## config.mk

```make
export PLATFORM = sky130hd
export DESIGN_NAME = display_tx_port
export DESIGN_NICKNAME = d
export VERILOG_FILES = /design/src/rtl/display_tx_port_pkg.sv /design/src/rtl/display_tx_port_char_fifo.sv /design/src/rtl/display_tx_port.sv
export SDC_FILE = /design/constraint.sdc
export NUM_CORES = 1
export LEC_CHECK = 0
export BUFFER_PORTS_ARGS = -buffer_cell sky130_fd_sc_hd__buf_2
export CORE_ASPECT_RATIO = 1.1
export CORE_UTILIZATION = 25
export CTS_CLUSTER_SIZE = 20
export DETAILED_ROUTE_END_ITERATION = 10
export SYNTH_ARGS = -nofsm -noshare
export SYNTH_HDL_FRONTEND = slang
export SYNTH_SLANG_ARGS = --single-unit
```

## constraint.sdc

```tcl
create_clock -name clk -period 3.6 [get_ports clk]
set_input_delay 0 -clock clk [delete_from_list [all_inputs] [get_ports clk]]
set_output_delay 0 -clock clk [all_outputs]
set_load 0.03 [all_outputs]
```

## src/rtl/display_tx_port_pkg.sv

```systemverilog
// Shared definitions for the terminal transmit port: FSM states, character
// constants and the lower-to-upper case fold used on CPU writes.
package display_tx_port_pkg;

  localparam int DEF_CHAR_W = 7;

  typedef enum logic [1:0] {
    ST_IDLE     = 2'd0,
    ST_LOAD     = 2'd1,
    ST_WAIT_ACK = 2'd2,
    ST_RELEASE  = 2'd3
  } tx_state_t;

  localparam logic [6:0] LC_A     = 7'h61;
  localparam logic [6:0] LC_Z     = 7'h7A;
  localparam logic [6:0] CASE_OFS = 7'h20;

  // The terminal has no lower-case glyphs, so 'a'..'z' are shown as 'A'..'Z'.
  function automatic logic [6:0] fold_upper(input logic [6:0] c);
    return ((c >= LC_A) && (c <= LC_Z)) ? (c - CASE_OFS) : c;
  endfunction

endpackage

```

## src/rtl/display_tx_port_char_fifo.sv

```systemverilog
// Synchronous character queue with push/pop/flush; a push while full is
// accepted only when a pop frees a slot in the same cycle.
module char_fifo import display_tx_port_pkg::*; #(
  parameter int DEPTH = 16,
  parameter int WIDTH = 7
) (
  input  logic                       clk,
  input  logic                       reset,
  input  logic                       i_push,
  input  logic                       i_pop,
  input  logic                       i_flush,
  input  logic [WIDTH-1:0]           i_din,
  output logic [WIDTH-1:0]           o_dout,
  output logic                       o_full,
  output logic                       o_empty,
  output logic [$clog2(DEPTH):0]     o_count
);

  localparam int AW = $clog2(DEPTH);

  logic [WIDTH-1:0] r_mem [DEPTH];
  logic [AW-1:0]    r_wr_ptr;
  logic [AW-1:0]    r_rd_ptr;
  logic [AW:0]      r_count;
  logic             w_do_push;
  logic             w_do_pop;

  assign o_full    = (r_count == (AW+1)'(DEPTH));
  assign o_empty   = (r_count == '0);
  assign o_count   = r_count;
  assign o_dout    = r_mem[r_rd_ptr];
  assign w_do_pop  = i_pop & ~o_empty;
  assign w_do_push = i_push & (~o_full | w_do_pop);

  always_ff @(posedge clk or negedge reset) begin
    if (!reset) begin
      r_wr_ptr <= '0;
      r_rd_ptr <= '0;
      r_count  <= '0;
    end else if (i_flush) begin
      r_wr_ptr <= '0;
      r_rd_ptr <= '0;
      r_count  <= '0;
    end else begin
      if (w_do_push) r_wr_ptr <= r_wr_ptr + 1'b1;
      if (w_do_pop)  r_rd_ptr <= r_rd_ptr + 1'b1;
      if (w_do_push && !w_do_pop)      r_count <= r_count + 1'b1;
      else if (w_do_pop && !w_do_push) r_count <= r_count - 1'b1;
    end
  end

  always_ff @(posedge clk) begin
    if (w_do_push && !i_flush) r_mem[r_wr_ptr] <= i_din;
  end

endmodule

```

## src/rtl/display_tx_port.sv

```systemverilog
// CPU-side display port: queues written characters and hands them to the
// video terminal over the da / rda_n handshake, one character per ack.
module display_tx_port import display_tx_port_pkg::*; #(
  parameter int FIFO_DEPTH = 16,
  parameter int CHAR_W     = DEF_CHAR_W,
  parameter int FOLD_LC    = 1
) (
  input  logic              clk,
  input  logic              reset,
  input  logic              wr_en,
  input  logic [7:0]        wr_data,
  input  logic              flush,
  input  logic              rda_n,
  output logic              da,
  output logic [CHAR_W-1:0] rd,
  output logic              busy,
  output logic              full,
  output logic              overflow
);

  localparam int CW = $clog2(FIFO_DEPTH) + 1;

  tx_state_t         r_state;
  tx_state_t         w_state_nxt;
  logic              r_da;
  logic              w_da_nxt;
  logic [CHAR_W-1:0] r_rd;
  logic              r_overflow;
  logic              w_pop;
  logic              w_push;
  logic              w_full;
  logic              w_empty;
  logic [CW-1:0]     w_count;
  logic [CHAR_W-1:0] w_char;
  logic [CHAR_W-1:0] w_head;
  logic              w_unused_b7;

  // Bit 7 of the CPU byte carries no meaning for the terminal.
  assign w_unused_b7 = wr_data[7];
  assign w_char = (FOLD_LC != 0) ? CHAR_W'(fold_upper(wr_data[6:0]))
                                 : wr_data[CHAR_W-1:0];

  // A write coinciding with flush is discarded silently.
  assign w_push = wr_en & ~flush;

  char_fifo #(
    .DEPTH (FIFO_DEPTH),
    .WIDTH (CHAR_W)
  ) u_fifo (
    .clk     (clk),
    .reset   (reset),
    .i_push  (w_push),
    .i_pop   (w_pop),
    .i_flush (flush),
    .i_din   (w_char),
    .o_dout  (w_head),
    .o_full  (w_full),
    .o_empty (w_empty),
    .o_count (w_count)
  );

  always_comb begin
    w_state_nxt = r_state;
    w_da_nxt    = r_da;
    w_pop       = 1'b0;
    case (r_state)
      ST_IDLE: begin
        if (!w_empty && rda_n && !flush) begin
          w_pop       = 1'b1;
          w_state_nxt = ST_LOAD;
        end
      end
      ST_LOAD: begin
        w_da_nxt    = 1'b1;
        w_state_nxt = ST_WAIT_ACK;
      end
      ST_WAIT_ACK: begin
        if (!rda_n) begin
          w_da_nxt    = 1'b0;
          w_state_nxt = ST_RELEASE;
        end
      end
      ST_RELEASE: begin
        if (rda_n) w_state_nxt = ST_IDLE;
      end
      default: begin
        w_da_nxt    = 1'b0;
        w_state_nxt = ST_IDLE;
      end
    endcase
  end

  always_ff @(posedge clk or negedge reset) begin
    if (!reset) begin
      r_state    <= ST_IDLE;
      r_da       <= 1'b0;
      r_rd       <= '0;
      r_overflow <= 1'b0;
    end else begin
      r_state    <= w_state_nxt;
      r_da       <= w_da_nxt;
      if (w_pop) r_rd <= w_head;
      r_overflow <= w_push & w_full & ~w_pop;
    end
  end

  assign da       = r_da;
  assign rd       = r_rd;
  assign full     = w_full;
  assign overflow = r_overflow;
  assign busy     = (r_state != ST_IDLE) | (w_count != '0);

endmodule

```

==> impl_metrics.json, run 1 <==
{
  "synth_area_per_cell_um2": 17.3,
  "initial_core_util_pct": 25.5,
  "drt_pass1_iterations": 6,
  "p_comb_share_pct": 16.6,
  "netlist-cell-type-count": 49,
  "n_antenna_cell": 0,
  "ctsResizeCount": 0,
  "multi_input_comb_area_um2": 1750,
  "drt_iter0_drc": 248,
  "antenna_found_initial": 0,
  "synthAdderAreaFrac_pct": 3.57,
  "die_y_um": 162,
  "ant_nets": 0,
  "grt_max_degree": 27,
  "worstMarginPinSlew_ns": 0.902,
  "vias": 3083,
  "wl_per_cell_um": 16.7,
  "nNetsFinal": 405,
  "netlist_area_um2": 5820,
  "ir_worst_vdd_mv": 0.338,
  "finalHoldViolations": 0,
  "seq_power_share_pct": 45.3,
  "placed_area_um2": 6300,
  "crit_arrival_ns": 3.21,
  "clk_pin_slew_ns": 0.06,
  "gp_congestion": 0.752,
  "cts_setup_buffers": 0,
  "h-tree-depth": 4,
  "grt_first_pass_wirelength_mm": 18.4,
  "mostFrequentLayoutCells": "edfxtp_1, mux4_2, nor2_1, dfrtp_1, buf_2",
  "fmax_mhz": 342,
  "required_ns": 3.88,
  "clk_path_buf_depth": 2,
  "crit_path_start_kind": "flop",
  "core-area_um2": 22900,
  "skew_ns": 0.00746,
  "slew_violations": 0,
  "cts_hold_buffers": 4,
  "internal_power_mw": 3.04,
  "synth_compound_area_share_pct": 4.98,
  "hpwl_mm": 7.54,
  "root_buffer": "clkbuf_16",
  "syn_to_final_growth_pct": 18.4,
  "die_area_um2": 23900,
  "cts.sink_count": 136,
  "ys_ff_latch": 136,
  "synth.mux.area_fraction_pct": 14.9,
  "crit_path_end_kind": "flop",
  "syn_nets": 366,
  "synth_edf_count": 112,
  "grt-ovfl-total": 0,
  "vias_per_cell": 4.47,
  "seqCellArea_um2": 3970,
  "hold_path.class": "input port to flop",
  "synth-simple-area-share_pct": 5.67,
  "stdcell_area_um2": 6890,
  "async_flop_share_pct": 17.6,
  "synth_xor_area_share_pct": 0.902,
  "ys.flop_type": "edfxtp_1",
  "clkPwrFrac_pct": 38.1,
  "switching_power_mw": 1.21,
  "final.min_clock_period_ns": 2.93,
  "cts_tree": "done",
  "die-width_um": 148,
  "maxSlewHeadroom_pct": 39.9,
  "power.density_nw_per_um2": 617,
  "p_leak_nw": 2.29,
  "fill_cells": 2237,
  "rsz0062_at_grt": "false",
  "drive_gt1_share_pct": 25.4,
  "final_common_cell": "edfxtp_1",
  "grt_pass1_vias": 3225,
  "p_sw_share_pct": 28.4,
  "num_io_pins": 24,
  "grtUsageTotal_pct": 10.4,
  "drv_cap": 0,
  "seq_area_frac_synth_pct": 68.1,
  "final.setup.tns_ns": 0,
  "yosysWarnings": 0,
  "crit_path_max_fanout": 8,
  "post-route-drc-count": 0,
  "synth_top_family_by_area": "multiplexers",
  "port_buffers": 22,
  "netlist_instances": 337,
  "wirelength_mm": 11.5,
  "placementRows": 58,
  "min_period_over_period_pct": 81.3,
  "finalSetupViolations": 0,
  "worstSkewPairLatency_ns": 0.41,
  "status": "complete, no violations",
  "crit_type": "flop to flop",
  "cts_made_buffers": 17
}
==> path summary, 6_finish.rpt <==
| check | cells after the start | startpoint | endpoint | slack [ns] |
|---|---|---|---|---|
| min in group asynchronous | 2 | reset | u_fifo.r_wr_ptr[3] | 0.13 |
| worst max register to register | 8 | u_fifo.o_count[0] | u_fifo.o_count[4] | 0.67 |
| worst max-delay path | 8 | u_fifo.o_count[0] | u_fifo.o_count[4] | 0.67 |
| max in group asynchronous | 2 | reset | u_fifo.r_rd_ptr[1] | 3.04 |
| worst min register to register | 2 | da | da | 0.51 |
| worst min-delay path | 1 | wr_data[0] | u_fifo.r_mem[10][0] | 0.02 |
==> routing by layer <==
| metal | global-route usage, % | share of wire (%) |
|---|---|---|
| met2 | 16.7 | 50 |
| met3 | 3.01 | 3.5 |
| met4 | 2.67 | 0.44 |
| met5 | 0 | 0 |
| met1 | 13.7 | 46 |
==> state kept, by name (all words and copies together), names as in the netlist <==
| register | cells |
|---|---|
| u_fifo.o_count | 5 |
| rd | 7 |
| r_state | 2 |
| u_fifo.r_rd_ptr | 4 |
| u_fifo.r_mem | 112 |
| da | 1 |
| overflow | 1 |
| u_fifo.r_wr_ptr | 4 |
==> cell type report <==
type | instances | share of cell area [%]
multi-input combinational | 177 | 25.4
timing repair buffer | 35 | 3.16
inverter | 9 | 0.490
sequential | 136 | 57.5
clock buffer | 18 | 6.23
clock inverter | 14 | 1.78
tap | 300 | 5.44
==> synthesized netlist by cell type, drive strengths merged (2+ instances only) <==
cell type | count | area share (%)
a211oi | 2 | 0.26
or4 | 2 | 0.26
nand2b | 3 | 0.32
o21ai | 4 | 0.41
clkbuf | 6 | 0.39
mux2i | 16 | 2.8
ha | 15 | 3.2
nand3 | 6 | 0.52
inv | 9 | 0.58
nor4 | 2 | 0.32
nor2b | 2 | 0.21
buf | 9 | 0.90
mux4 | 28 | 11
o211ai | 4 | 0.52
mux2 | 7 | 1.4
nor3 | 5 | 0.43
a311oi | 2 | 0.60
nor2 | 23 | 1.5
xnor2 | 3 | 0.45
dfrtp | 24 | 10
edfxtp | 112 | 58
xor2 | 3 | 0.45
and2 | 2 | 0.21
nand2 | 18 | 1.2
o221ai | 7 | 1.1
a21oi | 7 | 0.60
==> worst max-delay path, stage by stage, from the launching register on <==
cell	delay (ns)
dfrtp_1	0.45
or4_1	0.74
nand2_1	0.20
nand3_1	0.22
ha_1	0.39
a21oi_1	0.27
a2111oi_0	0.15
a311oi_1	0.26
a21oi_1	0.10
==> power groups by stage <==
stage / clock (mW) / sequential (mW) / combinational (mW)
floorplan: 0 / 1.99 / 0.473
finish: 1.62 / 1.92 / 0.707
CTS: 1.65 / 1.93 / 0.717
global route: 1.70 / 1.94 / 0.796
detailed placement: 0 / 1.96 / 0.708
global placement: 0 / 1.95 / 0.677
==> kinds of logic after synthesis <==
kind of cell,count (synthesis)
flops,136
fa+ha+maj,16
simple gates,69
buf+inv,24
compound gates,35
xor+xnor,6
mux,51
==> metrics by stage <==
stage / worst slack (ns) / std cells / util [%] / power, mW / hold slack, ns
after global placement: 0.735 / 653 / 27.6 / 2.63 / 0.0353
final: 0.673 / 689 / 30.2 / 4.25 / 0.0183
after CTS: 0.672 / 689 / 30.2 / 4.29 / 0.00672
after global routing: 0.431 / 689 / 30.2 / 4.44 / 0.0251
after floorplan: 1.01 / 337 / - / 2.46 / -0.296
after detailed placement: 0.685 / 653 / 27.6 / 2.67 / 0.0429
(Power assumes the default switching activity.)
==> run 2: changes to the inputs <==
==> constraint.sdc (replaced) <==
create_clock -name clk -period 2.5 [get_ports clk]
set_input_delay 0 -clock clk [delete_from_list [all_inputs] [get_ports clk]]
set_output_delay 0 -clock clk [all_outputs]
set_load 0.03 [all_outputs]
==> impl_metrics.json, run 2 (synthesis gave the netlist of run 1 again) <==
{
  "stdcell_area_um2": 7130,
  "crit_path_start_kind": "flop",
  "gp_congestion": 0.724,
  "final.setup.tns_ns": 0,
  "critPathBufInv": 1,
  "seqCellArea_um2": 3970,
  "hold_slack_ns": 0.00691,
  "maxSlewHeadroom_pct": 41.4,
  "final.min_clock_period_ns": 2.39,
  "mostFrequentLayoutCells": "edfxtp_1, mux4_2, buf_4",
  "die_y_um": 162,
  "num_io_pins": 24,
  "ant_nets": 0,
  "drv_cap": 0,
  "drt_pass1_iterations": 4,
  "placed_area_um2": 6490,
  "min_from": "wr_data[3]",
  "skew_ns": 0.00921,
  "m1WireLength_mm": 5.40,
  "post-place-ws_ns": -0.0364,
  "hold_path.class": "input port to flop",
  "post-route-util_pct": 31.2,
  "hpwl_mm": 7.91,
  "required_ns": 2.79,
  "final_common_cell": "edfxtp_1",
  "largest_reg_flops": 112,
  "dp.cells": 673,
  "crit_path_end_kind": "flop",
  "grtUsageTotal_pct": 10.6,
  "power.density_nw_per_um2": 881,
  "port_buffers": 22,
  "worstMarginPinSlew_ns": 0.878,
  "core-area_um2": 22900,
  "drive_gt1_share_pct": 30.8,
  "vias_per_cell": 4.46,
  "topRoutingLayerUsed": "met4",
  "cts.sink_count": 136,
  "vias": 3161,
  "min_period_over_period_pct": 95.4,
  "dr_wl_met3_um": 514,
  "cp_slowest_stage_delay_ns": 0.37,
  "syn_to_final_growth_pct": 22.5,
  "route.met2.wl_mm": 5.70,
  "cts_tree": "done",
  "initial_core_util_pct": 25.5,
  "nNetsFinal": 426,
  "antenna_found_initial": 0,
  "setup_slack_ns": 0.115,
  "crit_arrival_ns": 2.67,
  "fmax_mhz": 419,
  "die-width_um": 148,
  "cts_made_buffers": 17,
  "grt_first_pass_wirelength_mm": 18.6,
  "reg2reg_from": "r_state[0]",
  "crit_path_max_fanout": 5,
  "root_buffer": "clkbuf_16",
  "drt_iter0_drc": 198,
  "die_area_um2": 23900,
  "grt_pass1_vias": 3267,
  "slew_violations": 0,
  "wirelength_mm": 11.8,
  "wl_per_cell_um": 16.6,
  "rsz0062_at_grt": "true",
  "grt-ovfl-total": 0,
  "cts_setup_buffers": 0,
  "h-tree-depth": 4,
  "top_register": "u_fifo.r_mem",
  "post-route-drc-count": 0,
  "crit_type": "flop to flop",
  "worstSkewPairLatency_ns": 0.42,
  "cp_cell_sequence": "inv_1 -> ha_1 -> and2_2 -> nand2_2 -> nand3_4 -> ha_1 -> nand3_2 -> and2_1 -> a311oi_1 -> a21oi_1",
  "grt_max_degree": 32,
  "fill_cells": 2213,
  "p_leak_nw": 2.41,
  "finalPower_mw": 6.28,
  "status": "complete, no violations",
  "crit_family": "simple AND/OR/NAND/NOR gates",
  "clk_pin_slew_ns": 0.06,
  "worstSetupStartpoint": "r_state[0]",
  "placementRows": 58,
  "finalHoldViolations": 0,
  "finalSetupViolations": 0,
  "clk_path_buf_depth": 2,
  "n_antenna_cell": 0,
  "ir_worst_vdd_mv": 0.452,
  "crit_slowest_cell": "dfrtp_1",
  "multi_input_comb_area_um2": 1810,
  "crit_top_cell": "ha_1",
  "instances_no_fill": 709
}
==> run 2: path summary, 6_finish.rpt <==
check | end | slack [ns] | cells after the start
hold / removal | u_fifo.r_mem[5][3] | 0.007 | 1
setup reg to reg | u_fifo.o_count[4] | 0.11 | 10
max in group asynchronous | u_fifo.r_rd_ptr[1] | 1.98 | 2
hold reg to reg | rd[6] | 0.50 | 2
setup / recovery | u_fifo.o_count[4] | 0.11 | 10
min in group asynchronous | u_fifo.o_count[1] | 0.11 | 2
==> run 2: worst register-to-register path: stages, from the launching register on <==
cell and delay (ns):
dfrtp_1 0.37, inv_1 0.10, ha_1 0.26, and2_2 0.24
nand2_2 0.14, nand3_4 0.13, ha_1 0.36, nand3_2 0.11
and2_1 0.18, a311oi_1 0.27, a21oi_1 0.11
==> run 2: what timing repair did <==
action	4_1_cts	5_1_grt
gates cloned	0	0
setup endpoints to repair	1	25
gates resized for setup	4	4
hold endpoints to repair	42	0
hold buffers	5	0
==> run 2: routing by layer <==
metal / vias to the layer above / GRT usage [%]
li1: 1449 / -
met1: 1626 / 13.7
met2: 70 / 17.0
met3: 16 / 2.81
met4: 0 / 4.08
met5: - / 0
==> run 2: layout make-up <==
class	instances	area share [%]
tap	300	5.26
clock buffer	19	6.07
inverter	9	0.474
sequential	136	55.6
multi-input combinational	177	25.4
timing repair buffer	56	5.47
clock inverter	12	1.79
==> run 2: power by group <==
part	internal, mW	switching, mW
Sequential	2.61	0.119
Combinational	0.485	0.702
Clock	1.46	0.908
Total	4.55	1.73
==> run 3: changes to the inputs <==
--- a/config.mk
+++ b/config.mk
@@ -10,6 +10,7 @@
 export CORE_UTILIZATION = 25
 export CTS_CLUSTER_SIZE = 20
 export DETAILED_ROUTE_END_ITERATION = 10
+export GPL_TIMING_DRIVEN = 0
 export SYNTH_ARGS = -nofsm -noshare
 export SYNTH_HDL_FRONTEND = slang
 export SYNTH_SLANG_ARGS = --single-unit
==> impl_metrics.json, run 3 (synthesis gave the netlist of run 1 again) <==
{
  "finalSetupViolations": 0,
  "min_from": "wr_data[4]",
  "hold_depth": 1,
  "critPathBufInv": 1,
  "gp_congestion": 0.719,
  "grtUsageTotal_pct": 10.7,
  "placed_area_um2": 6330,
  "die_y_um": 162,
  "drive_gt1_share_pct": 33.3,
  "internal_power_mw": 4.73,
  "cts.sink_count": 136,
  "worstSkewPairLatency_ns": 0.42,
  "clkPwrFrac_pct": 37.7,
  "hpwl_mm": 8.07,
  "switching_power_mw": 1.82,
  "fmax_mhz": 409,
  "skew_ns": 0.00738,
  "status": "complete, no violations",
  "ir_worst_vdd_mv": 0.405,
  "crit_slowest_cell": "or4_4",
  "core-area_um2": 22900,
  "wirelength_mm": 12.3,
  "top_register": "u_fifo.r_mem",
  "crit_arrival_ns": 2.72,
  "finalHoldViolations": 0,
  "syn_to_final_growth_pct": 24.1,
  "min_period_over_period_pct": 97.8,
  "final_common_cell": "edfxtp_1",
  "crit_path_end_kind": "flop",
  "p_comb_share_pct": 20.3,
  "maxSlewHeadroom_pct": 19.0,
  "r2r_cells": 9,
  "ant_nets": 0,
  "cp_cell_sequence": "or4_4 -> buf_6 -> nand2_4 -> nand3_4 -> fa_2 -> nand3_4 -> a2111oi_2 -> a311oi_1 -> a21oi_1",
  "grt_max_degree": 25,
  "wl_per_cell_um": 17.5,
  "power.density_nw_per_um2": 907,
  "slew_violations": 0,
  "initial_core_util_pct": 25.5,
  "drv_cap": 0,
  "reg2reg_to": "u_fifo.o_count[4]",
  "clk_pin_slew_ns": 0.06,
  "reg2reg_from": "u_fifo.o_count[1]",
  "n_antenna_cell": 0,
  "grt_first_pass_wirelength_mm": 18.8,
  "h-tree-depth": 4,
  "mostFrequentLayoutCells": "edfxtp_1, buf_2, mux4_2",
  "final.min_clock_period_ns": 2.45,
  "clk_path_buf_depth": 2,
  "hold_end": "u_fifo.r_mem[0][4]",
  "vias_per_cell": 4.58,
  "placementRows": 58,
  "die_area_um2": 23900,
  "root_buffer": "clkbuf_16",
  "port_buffers": 22,
  "required_ns": 2.78,
  "hold_path.class": "input port to flop",
  "cp_slowest_stage_delay_ns": 0.52,
  "worstMarginPinSlew_ns": 1.21,
  "crit_path_start_kind": "flop",
  "p_leak_nw": 2.37,
  "post-route-drc-count": 0,
  "crit_path_max_fanout": 5,
  "stdcell_area_um2": 7220,
  "crit_type": "flop to flop",
  "grt_pass1_vias": 3328,
  "largest_reg_flops": 112,
  "seq_power_share_pct": 42.0,
  "antenna_found_initial": 0,
  "rrSetupSlack_ns": 0.05,
  "crit_family": "simple AND/OR/NAND/NOR gates",
  "nNetsFinal": 417,
  "drt_pass1_iterations": 5,
  "grt-ovfl-total": 0,
  "hold_slack_ns": 0.0109,
  "rsz0062_at_grt": "true",
  "p_sw_share_pct": 27.8,
  "drt_iter0_drc": 195,
  "cts_tree": "done",
  "die-width_um": 148,
  "num_io_pins": 24,
  "cts_made_buffers": 17,
  "crit_top_cell": "nand3_4",
  "vias": 3203,
  "finalPower_mw": 6.55
}
-- run 3: worst max-delay path by stage --
| stage | start | endpoint | slack [ns] | depth (start not counted) |
|---|---|---|---|---|
| floorplan | u_fifo.o_count[0] | u_fifo.o_count[4] | 0.01 | 9 |
| global placement | r_state[0] | u_fifo.r_mem[1][0] | -0.45 | 6 |
| detailed placement | r_state[0] | u_fifo.r_mem[1][0] | -0.63 | 6 |
| CTS | u_fifo.o_count[1] | u_fifo.o_count[4] | -0.02 | 9 |
| global route | u_fifo.o_count[1] | u_fifo.o_count[4] | -0.07 | 9 |
| finish | u_fifo.o_count[1] | u_fifo.o_count[4] | 0.05 | 9 |
-- run 3: per-layer routing --
metal | global-route usage [%] | part of all wire, %
met1 | 13.9 | 45
met2 | 17.2 | 50
met3 | 2.30 | 4.9
met4 | 4.36 | 0.39
met5 | 0 | 0
-- run 3: final cells by class --
| cell class | count | area (um2) |
|---|---|---|
| fillers | 2210 | 15600 |
| flip-flops and latches | 136 | 3970 |
| multi-input cells | 177 | 1960 |
| clock buffers | 18 | 429 |
| well taps | 300 | 375 |
| repair buffers | 32 | 230 |
| clock inverters | 13 | 153 |
| plain buffers | 15 | 75.1 |
| inverters | 9 | 33.8 |
-- run 3: what timing repair did --
item                                    4_1_cts  5_1_grt
hold buffers                                  3        0
hold endpoints to repair                     26        0
gates resized for setup                      24       18
pin swaps                                     1        6
endpoints found under the setup margin       94       88
buffers inserted                              2        5
-- run 3: per-stage QoR --
stage / setup WS (ns) / std cells / util [%] / TNS (ns)
CTS: -0.0167 / 695 / 30.9 / -0.0167
detailed placement: -0.631 / 659 / 27.7 / -33.18
global placement: -0.452 / 659 / 27.7 / -19.09
finish: 0.0539 / 700 / 31.6 / 0
global route: -0.0736 / 700 / 31.6 / -0.452
floorplan: 0.0116 / 337 / - / 0
-- run 3: worst register-to-register path: cells and delay by family (launching register included) --
family / cells / cell delay (ns)
fa+ha+maj: 1 / 0.42
buf+inv: 1 / 0.14
simple gates: 4 / 0.84
flops: 1 / 0.45
compound gates: 3 / 0.46
-- run 3: power groups by stage --
stage / Combinational (mW) / Sequential [mW] / Clock, mW
finish: 1.33 / 2.75 / 2.47
global route: 1.46 / 2.77 / 2.59
CTS: 1.18 / 2.74 / 2.50
detailed placement: 1.10 / 2.79 / 0
global placement: 1.06 / 2.78 / 0
floorplan: 0.701 / 2.87 / 0
